### src/rtl/alarm_ring_controller_if.sv
// Signal bundle between the alarm sequencer and its surroundings (comparator, buttons, buzzer, datapath).
interface alarm_ring_controller_if;
  logic       AA;
  logic       MinTick;
  logic       Snooze;
  logic       Stop;
  logic       Mute;
  logic       Sound;
  logic       Ringing;
  logic       Snoozing;
  logic       EN_SNZ;
  logic       EN_STOP;
  logic [3:0] SnoozeLeft;
  logic [2:0] SnzUsed;

  modport master (
    output AA, MinTick, Snooze, Stop, Mute,
    input  Sound, Ringing, Snoozing, EN_SNZ, EN_STOP, SnoozeLeft, SnzUsed
  );

  modport slave (
    input  AA, MinTick, Snooze, Stop, Mute,
    output Sound, Ringing, Snoozing, EN_SNZ, EN_STOP, SnoozeLeft, SnzUsed
  );
endinterface

### src/rtl/alarm_ring_controller.sv
// Audible-phase sequencer for the alarm: ring, snooze countdown, snooze limit,
// unattended-ring timeout and one-cycle snooze/stop enables to the datapath.
module alarm_ring_controller #(
  parameter int unsigned SNOOZE_MIN       = 9,
  parameter int unsigned RING_TIMEOUT_MIN = 5,
  parameter int unsigned MAX_SNOOZES      = 3
) (
  input  logic                          Clk,
  input  logic                          Clr,
  alarm_ring_controller_if.slave        bus
);

  typedef enum logic [1:0] {
    IDLE   = 2'd0,
    RING   = 2'd1,
    SNOOZE = 2'd2,
    HOLD   = 2'd3
  } state_e;

  localparam logic [3:0] SnoozeLoad  = 4'(SNOOZE_MIN);
  localparam logic [3:0] RingLastMin = 4'(RING_TIMEOUT_MIN - 1);
  localparam logic [2:0] SnzLimit    = 3'(MAX_SNOOZES);

  state_e     state_q;
  logic [3:0] ring_min_q;
  logic [3:0] snz_left_q;
  logic [2:0] snz_used_q;
  logic       en_snz_q;
  logic       en_stop_q;
  logic       aa_p_q;
  logic       snz_p_q;
  logic       stp_p_q;

  logic aa_edge;
  logic snz_edge;
  logic stp_edge;

  assign aa_edge  = bus.AA     & ~aa_p_q;
  assign snz_edge = bus.Snooze & ~snz_p_q;
  assign stp_edge = bus.Stop   & ~stp_p_q;

  // Previous values reset high so a level already asserted at reset never counts as an edge.
  always_ff @(posedge Clk) begin
    if (!Clr) begin
      state_q    <= IDLE;
      ring_min_q <= '0;
      snz_left_q <= '0;
      snz_used_q <= '0;
      en_snz_q   <= 1'b0;
      en_stop_q  <= 1'b0;
      aa_p_q     <= 1'b1;
      snz_p_q    <= 1'b1;
      stp_p_q    <= 1'b1;
    end else begin
      aa_p_q    <= bus.AA;
      snz_p_q   <= bus.Snooze;
      stp_p_q   <= bus.Stop;
      en_snz_q  <= 1'b0;
      en_stop_q <= 1'b0;
      unique case (state_q)
        IDLE: begin
          if (aa_edge) begin
            state_q    <= RING;
            ring_min_q <= '0;
            snz_used_q <= '0;
          end
        end
        RING: begin
          // A snooze edge at the limit falls through, so a coincident tick still counts.
          if (stp_edge) begin
            state_q   <= HOLD;
            en_stop_q <= 1'b1;
          end else if (snz_edge && (snz_used_q < SnzLimit)) begin
            state_q    <= SNOOZE;
            snz_left_q <= SnoozeLoad;
            snz_used_q <= snz_used_q + 3'd1;
            en_snz_q   <= 1'b1;
          end else if (bus.MinTick) begin
            if (ring_min_q == RingLastMin) begin
              state_q <= HOLD;
            end else begin
              ring_min_q <= ring_min_q + 4'd1;
            end
          end
        end
        SNOOZE: begin
          if (stp_edge) begin
            state_q    <= HOLD;
            en_stop_q  <= 1'b1;
            snz_left_q <= '0;
          end else if (bus.MinTick) begin
            if (snz_left_q == 4'd1) begin
              state_q    <= RING;
              ring_min_q <= '0;
              snz_left_q <= '0;
            end else begin
              snz_left_q <= snz_left_q - 4'd1;
            end
          end
        end
        HOLD: begin
          // Wait out the matching minute so the same alarm cannot re-trigger.
          if (!bus.AA) begin
            state_q <= IDLE;
          end
        end
        default: state_q <= IDLE;
      endcase
    end
  end

  assign bus.Ringing    = (state_q == RING);
  assign bus.Snoozing   = (state_q == SNOOZE);
  assign bus.Sound      = (state_q == RING) & ~bus.Mute;
  assign bus.EN_SNZ     = en_snz_q;
  assign bus.EN_STOP    = en_stop_q;
  assign bus.SnoozeLeft = snz_left_q;
  assign bus.SnzUsed    = snz_used_q;

endmodule

### src/flat_wrapper.sv
// flat-port wrapper written by rule: the top's interface ports become plain ports
module alarm_ring_controller_flat 
#(
  parameter int unsigned SNOOZE_MIN       = 9,
  parameter int unsigned RING_TIMEOUT_MIN = 5,
  parameter int unsigned MAX_SNOOZES      = 3
)
  (Clk, Clr, bus_AA, bus_MinTick, bus_Snooze, bus_Stop, bus_Mute, bus_Sound, bus_Ringing, bus_Snoozing, bus_EN_SNZ, bus_EN_STOP, bus_SnoozeLeft, bus_SnzUsed);
  alarm_ring_controller_if bus_i ();
  input  logic Clk;
  input  logic Clr;
  input wire logic [$bits(bus_i.AA)-1:0] bus_AA;
  input wire logic [$bits(bus_i.MinTick)-1:0] bus_MinTick;
  input wire logic [$bits(bus_i.Snooze)-1:0] bus_Snooze;
  input wire logic [$bits(bus_i.Stop)-1:0] bus_Stop;
  input wire logic [$bits(bus_i.Mute)-1:0] bus_Mute;
  output wire logic [$bits(bus_i.Sound)-1:0] bus_Sound;
  output wire logic [$bits(bus_i.Ringing)-1:0] bus_Ringing;
  output wire logic [$bits(bus_i.Snoozing)-1:0] bus_Snoozing;
  output wire logic [$bits(bus_i.EN_SNZ)-1:0] bus_EN_SNZ;
  output wire logic [$bits(bus_i.EN_STOP)-1:0] bus_EN_STOP;
  output wire logic [$bits(bus_i.SnoozeLeft)-1:0] bus_SnoozeLeft;
  output wire logic [$bits(bus_i.SnzUsed)-1:0] bus_SnzUsed;
  assign bus_i.AA = bus_AA;
  assign bus_i.MinTick = bus_MinTick;
  assign bus_i.Snooze = bus_Snooze;
  assign bus_i.Stop = bus_Stop;
  assign bus_i.Mute = bus_Mute;
  assign bus_Sound = bus_i.Sound;
  assign bus_Ringing = bus_i.Ringing;
  assign bus_Snoozing = bus_i.Snoozing;
  assign bus_EN_SNZ = bus_i.EN_SNZ;
  assign bus_EN_STOP = bus_i.EN_STOP;
  assign bus_SnoozeLeft = bus_i.SnoozeLeft;
  assign bus_SnzUsed = bus_i.SnzUsed;
  alarm_ring_controller #(.SNOOZE_MIN(SNOOZE_MIN), .RING_TIMEOUT_MIN(RING_TIMEOUT_MIN), .MAX_SNOOZES(MAX_SNOOZES)) u_core (.Clk(Clk), .Clr(Clr), .bus(bus_i));
endmodule
### config.mk
export PLATFORM = sky130hd
export DESIGN_NAME = alarm_ring_controller_flat
export DESIGN_NICKNAME = d
export VERILOG_FILES = /design/src/rtl/alarm_ring_controller_if.sv /design/src/rtl/alarm_ring_controller.sv /design/src/flat_wrapper.sv
export SDC_FILE = /design/constraint.sdc
export NUM_CORES = 1
export LEC_CHECK = 0
export CAP_MARGIN = 5
export CORE_UTILIZATION = 44
export CTS_CLUSTER_SIZE = 28
export DETAILED_ROUTE_END_ITERATION = 10
export DONT_BUFFER_PORTS = 1
export PLACE_DENSITY_LB_ADDON = 0.08
export SLEW_MARGIN = 20
export SYNTH_ARGS = -nofsm -noshare
export SYNTH_HDL_FRONTEND = slang
export SYNTH_SLANG_ARGS = --single-unit
### constraint.sdc
create_clock -name Clk -period 4.38 [get_ports Clk]
set_input_delay 0.657 -clock Clk [delete_from_list [all_inputs] [get_ports Clk]]
set_output_delay 0.657 -clock Clk [all_outputs]
set_load 0.02 [all_outputs]
==> qor.txt <==
Vias = 920
Tcrit/Tclk final = 59.85%
Initial antenna violation count = 0
Tot Pwr = 0.0006319 W
Depth of the CTS H-tree = 1
XOR/XNOR share of the synthesized area = 0.8245%
Synth Area in Adders = 10.60%
First-pass DRT Iterations = 4
Synth cell count leaders = 18 x dfxtp_1, 13 x nand2_1, 10 x nor2_1
Post-synth top area share = 33.92%
Area of the core = 2233 um^2
Max Freq = 381.4 MHz
Hold wc startpoint = Clr
Die area = 2615 um^2
Syn avg cell area = 8.299 um^2
EDFF count, synth = 0
Synth unique cells = 40
Yosys warns = 0
Wirelength per Cell = 14.51 um
Die width = 51.14 um
Syn_nets = 144
I/O pins = 19
Slew @ Worst Pin = 601.4 ps
CTS sink cnt = 18
Gr usage total = 19.56%
GR Overflow Total = 0
Post-synth ARST share = 0%
Post-CTS Setup Bufs = 0
Proportion of synthesized area in mux cells = 0.9423%
Crit path DAT = 1960 ps
Worst R2R End = u_core.ring_min_q[1]
Final RePlAce weighted congestion = 0.8306
Die Y = 51.14 um
Top-count cell post-synth = dfxtp_1
Drt first-iter violations = 21
First-pass GRT wire length = 3.857 mm
Layout overhead on the synthesized area = 4.712%
Worst Setup Start Kind = register
Setup CP Type = reg -> out
Dominant synthesized flop cell = dfxtp_1
Synth Area in Compound Gates = 21.32%
RR Startpoint = u_core.state_q[1]
Vias in the first global route = 887
Leak pwr = 0.4208 nW
Setup_tns = 0 ps
Largest net degree at the start of global routing = 17
Placed insts = 151
Nets = 144
Root Driver = clkbuf_4
Slew margin rel. = 59.27%
Status = finished clean
Maximum VDD drop = 303.0 uV
Mapped Area = 1062 um^2
Synth area leaders = dfxtp_1 34%, ha_1 11%, nand2_1 4.6%
Resize count post-CTS = 0
Post-synthesis register bit count = 18
Max-slew violation count = 0
CTS tree = built
Layout Skew = 11.93 ps
Sequential fraction of the synthesis area = 33.92%
Share of cells above drive strength 1 = 7.874%
Fin cells = 155
Final setup fails = 0
Largest area contributor in the netlist = dfxtp_1
Power density cells = 568.1 nW/um^2
Port bufs = 0
Worst-skew pair later-pin latency = 300 ps
Synth Instances = 128
Final wirelength = 2.249 mm
Worst R2R Path Depth = 5
Max cap viols = 0
Clk slew on worst S/H paths = 110 ps
Hold_buf cts = 0
Hold Path Stages = 1
CTS Buf Count = 3
Initial Util = 47.56%
Drt via density = 5.935
Tmin final = 2622 ps
CP max FO = 12
Worst hold slack = 421.4 ps
Crit. End Element = output pin
N_diodes = 0
DP HPWL = 1.746 mm
Clock buffer depth = 2
Row cnt = 17
Routed Antenna Nets = 0
Largest family of logic cells by synthesized area = simple AND/OR/NAND/NOR gates
Worst min-delay path class = in -> reg
Fin. Hold Viols = 0
Post-Synth Simple-Gate Area = 27.21%
Crit path required time = 3720 ps
WHS Endpoint = u_core.snz_p_q
Register-to-register setup slack = 2280 ps
Unrepaired setup endpoints after global routing = false
DRC viols = 0
==> per-stage QoR <==
step	setup slack (ps)	instance area, um^2	utilization, %
final	1758	1112	49.80
after CTS	1736	1112	49.80
after global routing	1597	1112	49.80
after detailed placement	2078	1076	48.18
after global placement	2154	1076	48.18
after floorplan	2366	1062	-
==> state kept, by name, indices dropped and copies added (netlist names) <==
signal,cells
u_core.bus.EN_SNZ,1
u_core.ring_min_q,4
u_core.aa_p_q,1
u_core.bus.EN_STOP,1
u_core.bus.SnzUsed,3
u_core.bus.SnoozeLeft,4
u_core.state_q,2
u_core.stp_p_q,1
u_core.snz_p_q,1
==> cell usage in the layout (no fill, tap or decap), types with 2 or more instances in the layout <==
master    instances
a31oi_1           3
o211ai_1          2
o21ai_0           6
nor4_1            2
nor3_1            3
or3_1             2
clkbuf_4          3
nor2b_1           2
a21oi_1           5
ha_1              9
nand2b_1          6
o32ai_1           2
a311oi_1          2
nand2_1          13
and3_1            2
nand4_1           3
nor2_1           10
nand3_1           5
dfxtp_1          18
inv_1             9
==> final cells by class <==
cell class	count	area, um^2
fillers	246	1121
well taps	28	35.03
flip-flops and latches	18	360.3
multi-input cells	96	646.9
inverters	9	33.78
clock buffers	4	36.28
==> cell families (layout without fill, tap and decap cells) <==
kind of cell / after synthesis / after routing
AND/OR/NAND/NOR: 54 / 54
AO/OA/AOI/OAI: 31 / 31
flip-flops: 18 / 18
buffers and inverters: 14 / 13
adder cells (fa/ha/maj): 9 / 9
XOR/XNOR: 1 / 1
multiplexers: 1 / 1
==> routing by layer <==
| metal | GRT usage [%] | vias up | share of wire (%) |
|---|---|---|---|
| li1 | - | 464 | - |
| met1 | 24.91 | 431 | 46 |
| met2 | 32.02 | 20 | 49 |
| met3 | 4.167 | 5 | 3.4 |
| met4 | 7.407 | 0 | 1.6 |
| met5 | 0 | - | 0 |
==> where the power goes <==
| group | internal [W] | switching (W) | leakage, nW |
|---|---|---|---|
| Clock | 0.0000507 | 0.0000519 | 0.0210 |
| Combinational | 0.000112 | 0.000185 | 0.253 |
| Sequential | 0.000187 | 0.0000452 | 0.147 |
| Total | 0.000350 | 0.000282 | 0.421 |
==> critical path: stages, from the launching register on <==
cell and delay, ps:
dfxtp_1 370, inv_1 110, ha_1 550, inv_1 260, nor2_1 370
==> worst max path at each step <==
stage / from / cells after the start / to / slack, ps
floorplan: u_core.state_q[1] / 5 / bus_Sound / 2370
global placement: u_core.state_q[1] / 4 / bus_Sound / 2150
detailed placement: u_core.state_q[1] / 4 / bus_Sound / 2080
CTS: u_core.state_q[1] / 4 / bus_Sound / 1740
global route: u_core.state_q[1] / 4 / bus_Sound / 1600
finish: u_core.state_q[1] / 4 / bus_Sound / 1760
Power figures use the tool's default switching activity.
